==> src/rtl/calculator_pkg.sv <==
// ---------------------------------------------------------------------------
// calculator_pkg
// Shared widths and the controller state type for the calculator datapath.
//   DATA_W        : operand / adder result width
//   MEM_WORD_SIZE : SRAM and result-buffer word width (two operands per word)
//   ADDR_W        : SRAM word-address width
//   state_t       : sequencing states of calc_controller
// ---------------------------------------------------------------------------
package calculator_pkg;

   localparam int DATA_W        = 32;
   localparam int MEM_WORD_SIZE = 64;
   localparam int ADDR_W        = 10;

   typedef enum logic [2:0] {
      S_IDLE,
      S_READ,
      S_LOAD,
      S_ADD,
      S_WRITE,
      S_END
   } state_t;

   // A window is usable when its last address is not below its first one.
   function automatic logic rangeOk(input logic [ADDR_W-1:0] firstAddr,
                                    input logic [ADDR_W-1:0] lastAddr);
      return (lastAddr >= firstAddr);
   endfunction

endpackage

==> src/rtl/calc_controller_if.sv <==
// ---------------------------------------------------------------------------
// calc_controller_if
// SRAM access bus between calc_controller (master) and the synchronous SRAM
// (slave).
//   mem_req_o   : access this cycle
//   mem_we_o    : 1 = write, 0 = read
//   mem_addr_o  : word address
//   mem_wdata_o : write data
//   mem_rdata_i : read data, valid the cycle after a read request
// ---------------------------------------------------------------------------
interface calc_controller_if;
   import calculator_pkg::*;

   logic                     mem_req_o;
   logic                     mem_we_o;
   logic [ADDR_W-1:0]        mem_addr_o;
   logic [MEM_WORD_SIZE-1:0] mem_wdata_o;
   logic [MEM_WORD_SIZE-1:0] mem_rdata_i;

   modport master (
      output mem_req_o,
      output mem_we_o,
      output mem_addr_o,
      output mem_wdata_o,
      input  mem_rdata_i
   );

   modport slave (
      input  mem_req_o,
      input  mem_we_o,
      input  mem_addr_o,
      input  mem_wdata_o,
      output mem_rdata_i
   );

endinterface

==> src/rtl/calc_controller.sv <==
// ---------------------------------------------------------------------------
// calc_controller
// Sequencing FSM for the calculator datapath. Reads 64-bit operand words from
// SRAM, presents their two 32-bit halves to the adder, steers the result
// buffer half-select, and writes each assembled 64-bit buffer word back to
// SRAM (one write per two operand words).
//   clk_i / rst_ni        : clock, asynchronous active-low reset
//   start_i               : one-cycle start pulse (ignored while busy)
//   read_*_addr_i         : inclusive operand word window
//   write_*_addr_i        : inclusive result word window
//   mem                   : SRAM bus (master side)
//   op_a_o / op_b_o       : registered adder operands
//   loc_sel_o             : registered buffer half select (0 lower, 1 upper)
//   buffer_i              : result buffer contents
//   busy_o / done_o / err_o : status, done and error pulses
// ---------------------------------------------------------------------------
module calc_controller
   import calculator_pkg::*;
(
   input  logic                     clk_i,
   input  logic                     rst_ni,
   input  logic                     start_i,
   input  logic [ADDR_W-1:0]        read_start_addr_i,
   input  logic [ADDR_W-1:0]        read_end_addr_i,
   input  logic [ADDR_W-1:0]        write_start_addr_i,
   input  logic [ADDR_W-1:0]        write_end_addr_i,
   calc_controller_if.master        mem,
   output logic [DATA_W-1:0]        op_a_o,
   output logic [DATA_W-1:0]        op_b_o,
   output logic                     loc_sel_o,
   input  logic [MEM_WORD_SIZE-1:0] buffer_i,
   output logic                     busy_o,
   output logic                     done_o,
   output logic                     err_o
);

   state_t              r_state;
   logic [ADDR_W-1:0]   r_rdPtr;
   logic [ADDR_W-1:0]   r_wrPtr;
   logic [ADDR_W-1:0]   r_rdEnd;
   logic [ADDR_W-1:0]   r_wrEnd;
   logic                r_half;
   logic [DATA_W-1:0]   r_opA;
   logic [DATA_W-1:0]   r_opB;
   logic                r_locSel;
   logic                r_err;

   state_t              w_nextState;
   logic [ADDR_W-1:0]   w_rdPtrNext;
   logic [ADDR_W-1:0]   w_wrPtrNext;
   logic [ADDR_W-1:0]   w_rdEndNext;
   logic [ADDR_W-1:0]   w_wrEndNext;
   logic                w_halfNext;
   logic [DATA_W-1:0]   w_opANext;
   logic [DATA_W-1:0]   w_opBNext;
   logic                w_locSelNext;
   logic                w_errNext;

   // State and datapath registers. Reset drops everything to IDLE/zero at
   // once so an in-flight write request is withdrawn in the same cycle.
   // The window ends are captured at start so the run is immune to the
   // address inputs changing while busy.
   always_ff @(posedge clk_i or negedge rst_ni) begin
      if (!rst_ni) begin
         r_state  <= S_IDLE;
         r_rdPtr  <= '0;
         r_wrPtr  <= '0;
         r_rdEnd  <= '0;
         r_wrEnd  <= '0;
         r_half   <= 1'b0;
         r_opA    <= '0;
         r_opB    <= '0;
         r_locSel <= 1'b0;
         r_err    <= 1'b0;
      end else begin
         r_state  <= w_nextState;
         r_rdPtr  <= w_rdPtrNext;
         r_wrPtr  <= w_wrPtrNext;
         r_rdEnd  <= w_rdEndNext;
         r_wrEnd  <= w_wrEndNext;
         r_half   <= w_halfNext;
         r_opA    <= w_opANext;
         r_opB    <= w_opBNext;
         r_locSel <= w_locSelNext;
         r_err    <= w_errNext;
      end
   end

   // Next-state and bus outputs. Operands and loc_sel only move on the LOAD
   // edge because the buffer rewrites the selected half every cycle; holding
   // them steady elsewhere keeps that rewrite idempotent. The first word of
   // a pair lands in the lower half, the second in the upper half; a lone
   // final word is written with whatever the upper half already holds.
   always_comb begin
      w_nextState     = r_state;
      w_rdPtrNext     = r_rdPtr;
      w_wrPtrNext     = r_wrPtr;
      w_rdEndNext     = r_rdEnd;
      w_wrEndNext     = r_wrEnd;
      w_halfNext      = r_half;
      w_opANext       = r_opA;
      w_opBNext       = r_opB;
      w_locSelNext    = r_locSel;
      w_errNext       = 1'b0;
      mem.mem_req_o   = 1'b0;
      mem.mem_we_o    = 1'b0;
      mem.mem_addr_o  = '0;
      mem.mem_wdata_o = '0;
      done_o          = 1'b0;

      case (r_state)
         S_IDLE: begin
            if (start_i) begin
               if (rangeOk(read_start_addr_i, read_end_addr_i) &&
                   rangeOk(write_start_addr_i, write_end_addr_i)) begin
                  w_rdPtrNext = read_start_addr_i;
                  w_wrPtrNext = write_start_addr_i;
                  w_rdEndNext = read_end_addr_i;
                  w_wrEndNext = write_end_addr_i;
                  w_halfNext  = 1'b0;
                  w_nextState = S_READ;
               end else begin
                  w_errNext = 1'b1;
               end
            end
         end

         S_READ: begin
            mem.mem_req_o  = 1'b1;
            mem.mem_addr_o = r_rdPtr;
            w_nextState    = S_LOAD;
         end

         S_LOAD: begin
            w_opANext    = mem.mem_rdata_i[DATA_W-1:0];
            w_opBNext    = mem.mem_rdata_i[MEM_WORD_SIZE-1:DATA_W];
            w_locSelNext = r_half;
            w_nextState  = S_ADD;
         end

         S_ADD: begin
            if (!r_half && (r_rdPtr != r_rdEnd)) begin
               w_rdPtrNext = r_rdPtr + ADDR_W'(1);
               w_halfNext  = 1'b1;
               w_nextState = S_READ;
            end else begin
               w_nextState = S_WRITE;
            end
         end

         S_WRITE: begin
            mem.mem_req_o   = 1'b1;
            mem.mem_we_o    = 1'b1;
            mem.mem_addr_o  = r_wrPtr;
            mem.mem_wdata_o = buffer_i;
            if (r_rdPtr == r_rdEnd) begin
               w_nextState = S_END;
            end else if (r_wrPtr == r_wrEnd) begin
               w_errNext   = 1'b1;
               w_nextState = S_END;
            end else begin
               w_rdPtrNext = r_rdPtr + ADDR_W'(1);
               w_wrPtrNext = r_wrPtr + ADDR_W'(1);
               w_halfNext  = 1'b0;
               w_nextState = S_READ;
            end
         end

         S_END: begin
            done_o      = 1'b1;
            w_nextState = S_IDLE;
         end

         default: begin
            w_nextState = S_IDLE;
         end
      endcase
   end

   assign busy_o    = (r_state != S_IDLE);
   assign op_a_o    = r_opA;
   assign op_b_o    = r_opB;
   assign loc_sel_o = r_locSel;
   assign err_o     = r_err;

endmodule

==> src/flat_wrapper.sv <==
// flat-port wrapper written by rule: the top's interface ports become plain ports
module calc_controller_flat import calculator_pkg::*;
  (clk_i, rst_ni, start_i, read_start_addr_i, read_end_addr_i, write_start_addr_i, write_end_addr_i, op_a_o, op_b_o, loc_sel_o, buffer_i, busy_o, done_o, err_o, mem_mem_req_o, mem_mem_we_o, mem_mem_addr_o, mem_mem_wdata_o, mem_mem_rdata_i);
  calc_controller_if mem_i ();
  input  logic clk_i;
  input  logic rst_ni;
  input  logic start_i;
  input  logic [ADDR_W-1:0] read_start_addr_i;
  input  logic [ADDR_W-1:0] read_end_addr_i;
  input  logic [ADDR_W-1:0] write_start_addr_i;
  input  logic [ADDR_W-1:0] write_end_addr_i;
  output logic [DATA_W-1:0] op_a_o;
  output logic [DATA_W-1:0] op_b_o;
  output logic loc_sel_o;
  input  logic [MEM_WORD_SIZE-1:0] buffer_i;
  output logic busy_o;
  output logic done_o;
  output logic err_o;
  output wire logic [$bits(mem_i.mem_req_o)-1:0] mem_mem_req_o;
  output wire logic [$bits(mem_i.mem_we_o)-1:0] mem_mem_we_o;
  output wire logic [$bits(mem_i.mem_addr_o)-1:0] mem_mem_addr_o;
  output wire logic [$bits(mem_i.mem_wdata_o)-1:0] mem_mem_wdata_o;
  input wire logic [$bits(mem_i.mem_rdata_i)-1:0] mem_mem_rdata_i;
  assign mem_mem_req_o = mem_i.mem_req_o;
  assign mem_mem_we_o = mem_i.mem_we_o;
  assign mem_mem_addr_o = mem_i.mem_addr_o;
  assign mem_mem_wdata_o = mem_i.mem_wdata_o;
  assign mem_i.mem_rdata_i = mem_mem_rdata_i;
  calc_controller u_core (.clk_i(clk_i), .rst_ni(rst_ni), .start_i(start_i), .read_start_addr_i(read_start_addr_i), .read_end_addr_i(read_end_addr_i), .write_start_addr_i(write_start_addr_i), .write_end_addr_i(write_end_addr_i), .mem(mem_i), .op_a_o(op_a_o), .op_b_o(op_b_o), .loc_sel_o(loc_sel_o), .buffer_i(buffer_i), .busy_o(busy_o), .done_o(done_o), .err_o(err_o));
endmodule
==> config.mk <==
export PLATFORM = sky130hd
export DESIGN_NAME = calc_controller_flat
export DESIGN_NICKNAME = d
export VERILOG_FILES = /design/src/rtl/calculator_pkg.sv /design/src/rtl/calc_controller_if.sv /design/src/rtl/calc_controller.sv /design/src/flat_wrapper.sv
export SDC_FILE = /design/constraint.sdc
export NUM_CORES = 1
export LEC_CHECK = 0
export CORE_MARGIN = 2
export CORE_UTILIZATION = 43
export CTS_CLUSTER_DIAMETER = 80
export DETAILED_ROUTE_END_ITERATION = 10
export PLACE_DENSITY = 0.84
export SLEW_MARGIN = 20
export SYNTH_ARGS = -nofsm -noshare
export SYNTH_HDL_FRONTEND = slang
export SYNTH_SLANG_ARGS = --single-unit
==> constraint.sdc <==
create_clock -name clk_i -period 5.2 [get_ports clk_i]
set_clock_uncertainty 0.1 [all_clocks]
set_input_delay 1.56 -clock clk_i [delete_from_list [all_inputs] [get_ports clk_i]]
set_output_delay 1.56 -clock clk_i [all_outputs]
set_load 0.02 [all_outputs]
After elaboration in Yosys (flattened, before gate mapping). Cells that the tools add are included. W data, S select, Z words.

Add/subtract/negate cells: 2. Multiplexer cells: 33. Reductions and logical operators: 12. Equality and inequality tests: 13. Magnitude comparators: 2.

Operators by type and width (number): $mux W10 (9); $mux W64 (1); $pmux W10 S2 (2); $pmux W10 S3 (1); $add A10 B1 Y10 const B (2); $eq A10 B10 Y1 (2); $ge A10 B10 Y1 (2); $mux W3 (5); $pmux W3 S5 (1); $mux W1 (12); $ne A10 B10 Y1 (1); $eq A3 B2 Y1 const B (2); $eq A3 B3 Y1 const B (2); $ne A2 B2 Y1 const B (3); $reduce_and A6 Y1 (1); $reduce_bool A3 Y1 (2); $reduce_and A5 Y1 (1); $ne A2 B1 Y1 const B (2); $eq A3 B1 Y1 const B (1); $logic_not A3 Y1 (1); $pmux W1 S3 (1); $reduce_and A3 Y1 (1); $logic_and A1 B1 Y1 (2); $pmux W1 S2 (1); 4 further kinds (4).

Word-level logic and storage cells: 72. Bits in registers: 110.

Longest topological paths before layout. Gate-level depths: netlist (run 1).

Word-level depth: 5. Depth in mapped cells: 11. Mapped depth without buffers: 9.

Worst setup path before layout (run 1). Ideal clock, no wire load.

Path kind: input port to flip-flop. Start: input port write_start_addr_i[3]. End: register u_core.r_rdEnd[2]. Cell stages on the path: 9. Required time: 4.972 ns. Slack: 1.610 ns. Path buffers: 1. Data arrival time: 3.362 ns. Cells stage by stage: inv_1 -> ha_1 -> a21o_1 -> a21oi_1 -> nor3b_1 -> o31ai_4 -> nor3_4 -> buf_4 -> mux2_1.

Longest elaborated chain between the ends: 3.

RTL lines: start: declaration (line flat_wrapper.sv:10) `input logic [ADDR_W-1:0] write_start_addr_i;`; $ge A10 B10 Y1 (line calculator_pkg.sv:27) `return (lastAddr >= firstAddr);`; $logic_and A1 B1 Y1 (line calc_controller.sv:114) `if (rangeOk(read_start_addr_i, read_end_addr_i) &&`; $reduce_and A3 Y1 (no source line); end signal: assignment (line calc_controller.sv:79) `r_rdEnd <= w_rdEndNext;`; end: declaration (line calc_controller.sv:40) `logic [ADDR_W-1:0] r_rdEnd;`.

Every way passes these cells. A chain may end at the register's enable or synchronous reset.

Worst setup path after layout (run 1).
Start: input port buffer_i[54]. End: output port mem_mem_wdata_o[54].

Longest elaborated chain between the ends: 1.

RTL lines: start: declaration (line flat_wrapper.sv:15) `input logic [MEM_WORD_SIZE-1:0] buffer_i;`; $mux W64 (line calc_controller.sv:111) `case (r_state)`; end: declaration (line flat_wrapper.sv:22) `output wire logic [$bits(mem_i.mem_wdata_o)-1:0] mem_mem_wdata_o;`.

Every way passes these cells.

==> results.yml, run 1 <==
finish:
  fin_area_sq_um: 9580
  nets: 1041
  layout-drive-gt1-share_pct: 13.0
  area_growth_pct: 58.9
  most-common-layout-cells: "clkdlybuf4s50_1, dfrtp_1, mux2_2, and2_1, inv_1"
  fin_util_pct: 69.6
  n_antenna_cell: 0
  layout_commonest_cell: "clkdlybuf4s50_1"
clock_tree:
  cts-root-buf: "clkbuf_16"
  hold_buffers: 0
  cts_sinks: 110
  clockBufferDepth: 2
  cts_resized: 0
  htreeDepth: 3
  cts_tree: "done"
  cts_made_buffers: 9
  cts_setup_buffers: 0
  clock_latency_ps: 340
  clk_pin_slew_ps: 60
yosys:
  yosysWarnings: 0
  syn_avg_cell_area_sq_um: 11.0
  ys_types: 61
  ys_seq_area_share_pct: 45.6
  synth_edf_count: 0
  yosysTopAreaCellShare_pct: 45.6
  synth_area_leader_cell: "dfrtp_1"
  ys_ff_latch: 110
  netlist_top_cells_area: "dfrtp_1, mux2_2, and2_1"
  netlist_instances: 547
  syn-num-nets: 740
  mappedNetlistArea_sq_um: 6030
  synth-main-ff-cell: "dfrtp_1"
  async_flop_share_pct: 100
critical_path:
  cpPeakStageDelay_ps: 710
  crit_path_start_kind: "input port"
  rr_worst_depth: 7
  cp_cell_sequence: "clkdlybuf4s50_1, and2_1, clkdlybuf4s50_1"
  worst-setup-path-type: "in -> out"
  cp.depth: 3
  timing.rr.start: "u_core.r_state[2]$_DFFE_PN0P_"
  critPathRequiredTime_ps: 3540
  endpoint_kind: "output port"
  cp_top_family: "buffers and inverters"
  critPathBufInv: 2
  worstPathArrival_ps: 2850
  critPathMaxFanout: 1
  slowest_stage: "clkdlybuf4s50_1"
  cp_common_cell: "clkdlybuf4s50_1"
  startpoint: "buffer_i[54]"
power:
  vdd_ir_drop_max_v: 0.000377
  p_leak_nw: 3.92
  power_mw: 4.93
  p_per_area_nw_per_um2: 515
placed_design:
  dp_hpwl_microns: 15900
  pre_cts_slack_ps: 702
  io_buffers: 314
  gp_congestion: 0.899
  placed_area_sq_um: 9300
route:
  wirelength_microns: 20200
  wl_per_cell_microns: 19.6
  first_pass_iters: 4
  ant_nets: 0
  avgViaCountPerCell: 5.38
  dr_total_vias: 5555
  drc: 0
  initialDrtViolationCount: 265
sta:
  max_freq_ghz: 0.222
  period_share_pct: 86.7
  rsz0062_at_grt: "no"
  setup_ws_ps: 690
  finalMaxSlewViolations: 0
  setup_violations: 0
  fin_tns_setup_ps: 0
  min_period_ps: 4510
  hold_violations: 0
  max-slew-margin-rel_pct: 41.3
  worst_pin_slew_ps: 879
floorplan:
  chipWidth_microns: 122
  io_pins: 315
  coreArea_sq_um: 13800
  rows: 43
  initial_core_util_pct: 43.8
  chipHeight_microns: 122
  dieArea_sq_um: 15000
run:
  drv_cap: 0
worst_hold_path:
  worst_hold_path.num_cells: 1
  hp-class: "reg -> reg"
  min-delay-start: "u_core.op_b_o[31]$_DFFE_PN0P_"
run_status:
  run_status: "completed"
grt:
  antenna_found_initial: 0
  grt_max_degree: 87
  grt_overflow: 0
  grt_pass1_wl_microns: 30600
  grt_pass1_vias: 5773
  grtUsageTotal_pct: 26.6
[logic make-up (layout without fill, tap and decap cells)]
kind of cell             count (synthesis)  in the layout  share of synthesized area, %
XOR/XNOR                                20             20                          2.90
adder cells (fa/ha/maj)                 22             22                          4.56
buffers and inverters                   59            365                          4.42
AO/OA/AOI/OAI                           88             88                          10.1
AND/OR/NAND/NOR                        161            161                          16.1
multiplexers                            87             87                          16.2
flip-flops                             110            110                          45.6
[final timing paths]
check,end,slack [ps]
worst max-delay path,mem_mem_wdata_o[54],690
max in group asynchronous,u_core.op_b_o[17]$_DFFE_PN0P_,2910
min in group asynchronous,u_core.r_wrEnd[2]$_DFFE_PN0P_,1170
worst min register to register,u_core.op_b_o[31]$_DFFE_PN0P_,410
worst min-delay path,u_core.op_b_o[31]$_DFFE_PN0P_,410
worst max register to register,u_core.r_half$_DFFE_PN0P_,2150
[where the power goes]
part,internal (mW),switching [mW]
Sequential,1.29,0.375
Combinational,1.33,1.27
Clock,0.356,0.309
Total,2.98,1.95
[registers in the layout, summed over array words and instances, names as in the netlist]
register / cells
u_core.r_rdEnd: 10
u_core.err_o: 1
u_core.r_rdPtr: 10
u_core.op_b_o: 32
u_core.r_half: 1
u_core.r_state: 3
u_core.r_wrPtr: 10
u_core.op_a_o: 32
u_core.r_wrEnd: 10
u_core.loc_sel_o: 1
[through the flow]
step / cells / hold slack [ps]
2_1_floorplan: 547 / 378
3_3_place_gp: 1017 / 390
3_5_place_dp: 1017 / 396
4_1_cts: 1033 / 410
5_1_grt: 1033 / 424
6_report: 1033 / 409
[metal layers]
layer / GRT usage [%] / up-vias / wire (microns)
met2: 46.6 / 318 / 10300
met4: 14.4 / 0 / 1090
met3: 9.67 / 64 / 2150
met1: 27.5 / 2640 / 6720
li1: - / 2533 / -
met5: 0 / - / 0
[synthesized netlist by cell type (7+ instances only)]
| cell | instances |
|---|---|
| a31oi_1 | 11 |
| nand3_1 | 9 |
| nor3_1 | 8 |
| a211oi_1 | 7 |
| and2_1 | 66 |
| nor2_1 | 10 |
| nand2b_1 | 7 |
| a22o_1 | 7 |
| mux2_2 | 70 |
| inv_1 | 27 |
| dfrtp_1 | 110 |
| nand4_1 | 9 |
| clkbuf_1 | 17 |
| xor2_1 | 11 |
| nand2_1 | 24 |
| mux2_1 | 15 |
| a21oi_1 | 20 |
| ha_1 | 22 |
| buf_2 | 8 |
| xnor2_1 | 9 |
| o21ai_0 | 14 |
[cell type report]
| type | instances | area, sq um |
|---|---|---|
| multi-input cells | 378 | 3020 |
| flip-flops and latches | 110 | 2750 |
| clock inverters | 3 | 26.3 |
| repair buffers | 321 | 3190 |
| well taps | 180 | 225 |
| fillers | 1007 | 4190 |
| clock buffers | 13 | 260 |
| inverters | 28 | 110 |
(Power assumes the default switching activity.)
==> inputs of run 2 (changes only) <==
SLEW_MARGIN = not set   (was 20)
==> results of run 2 <==
Final layout, timing and power as in run 1 (identical DEF).
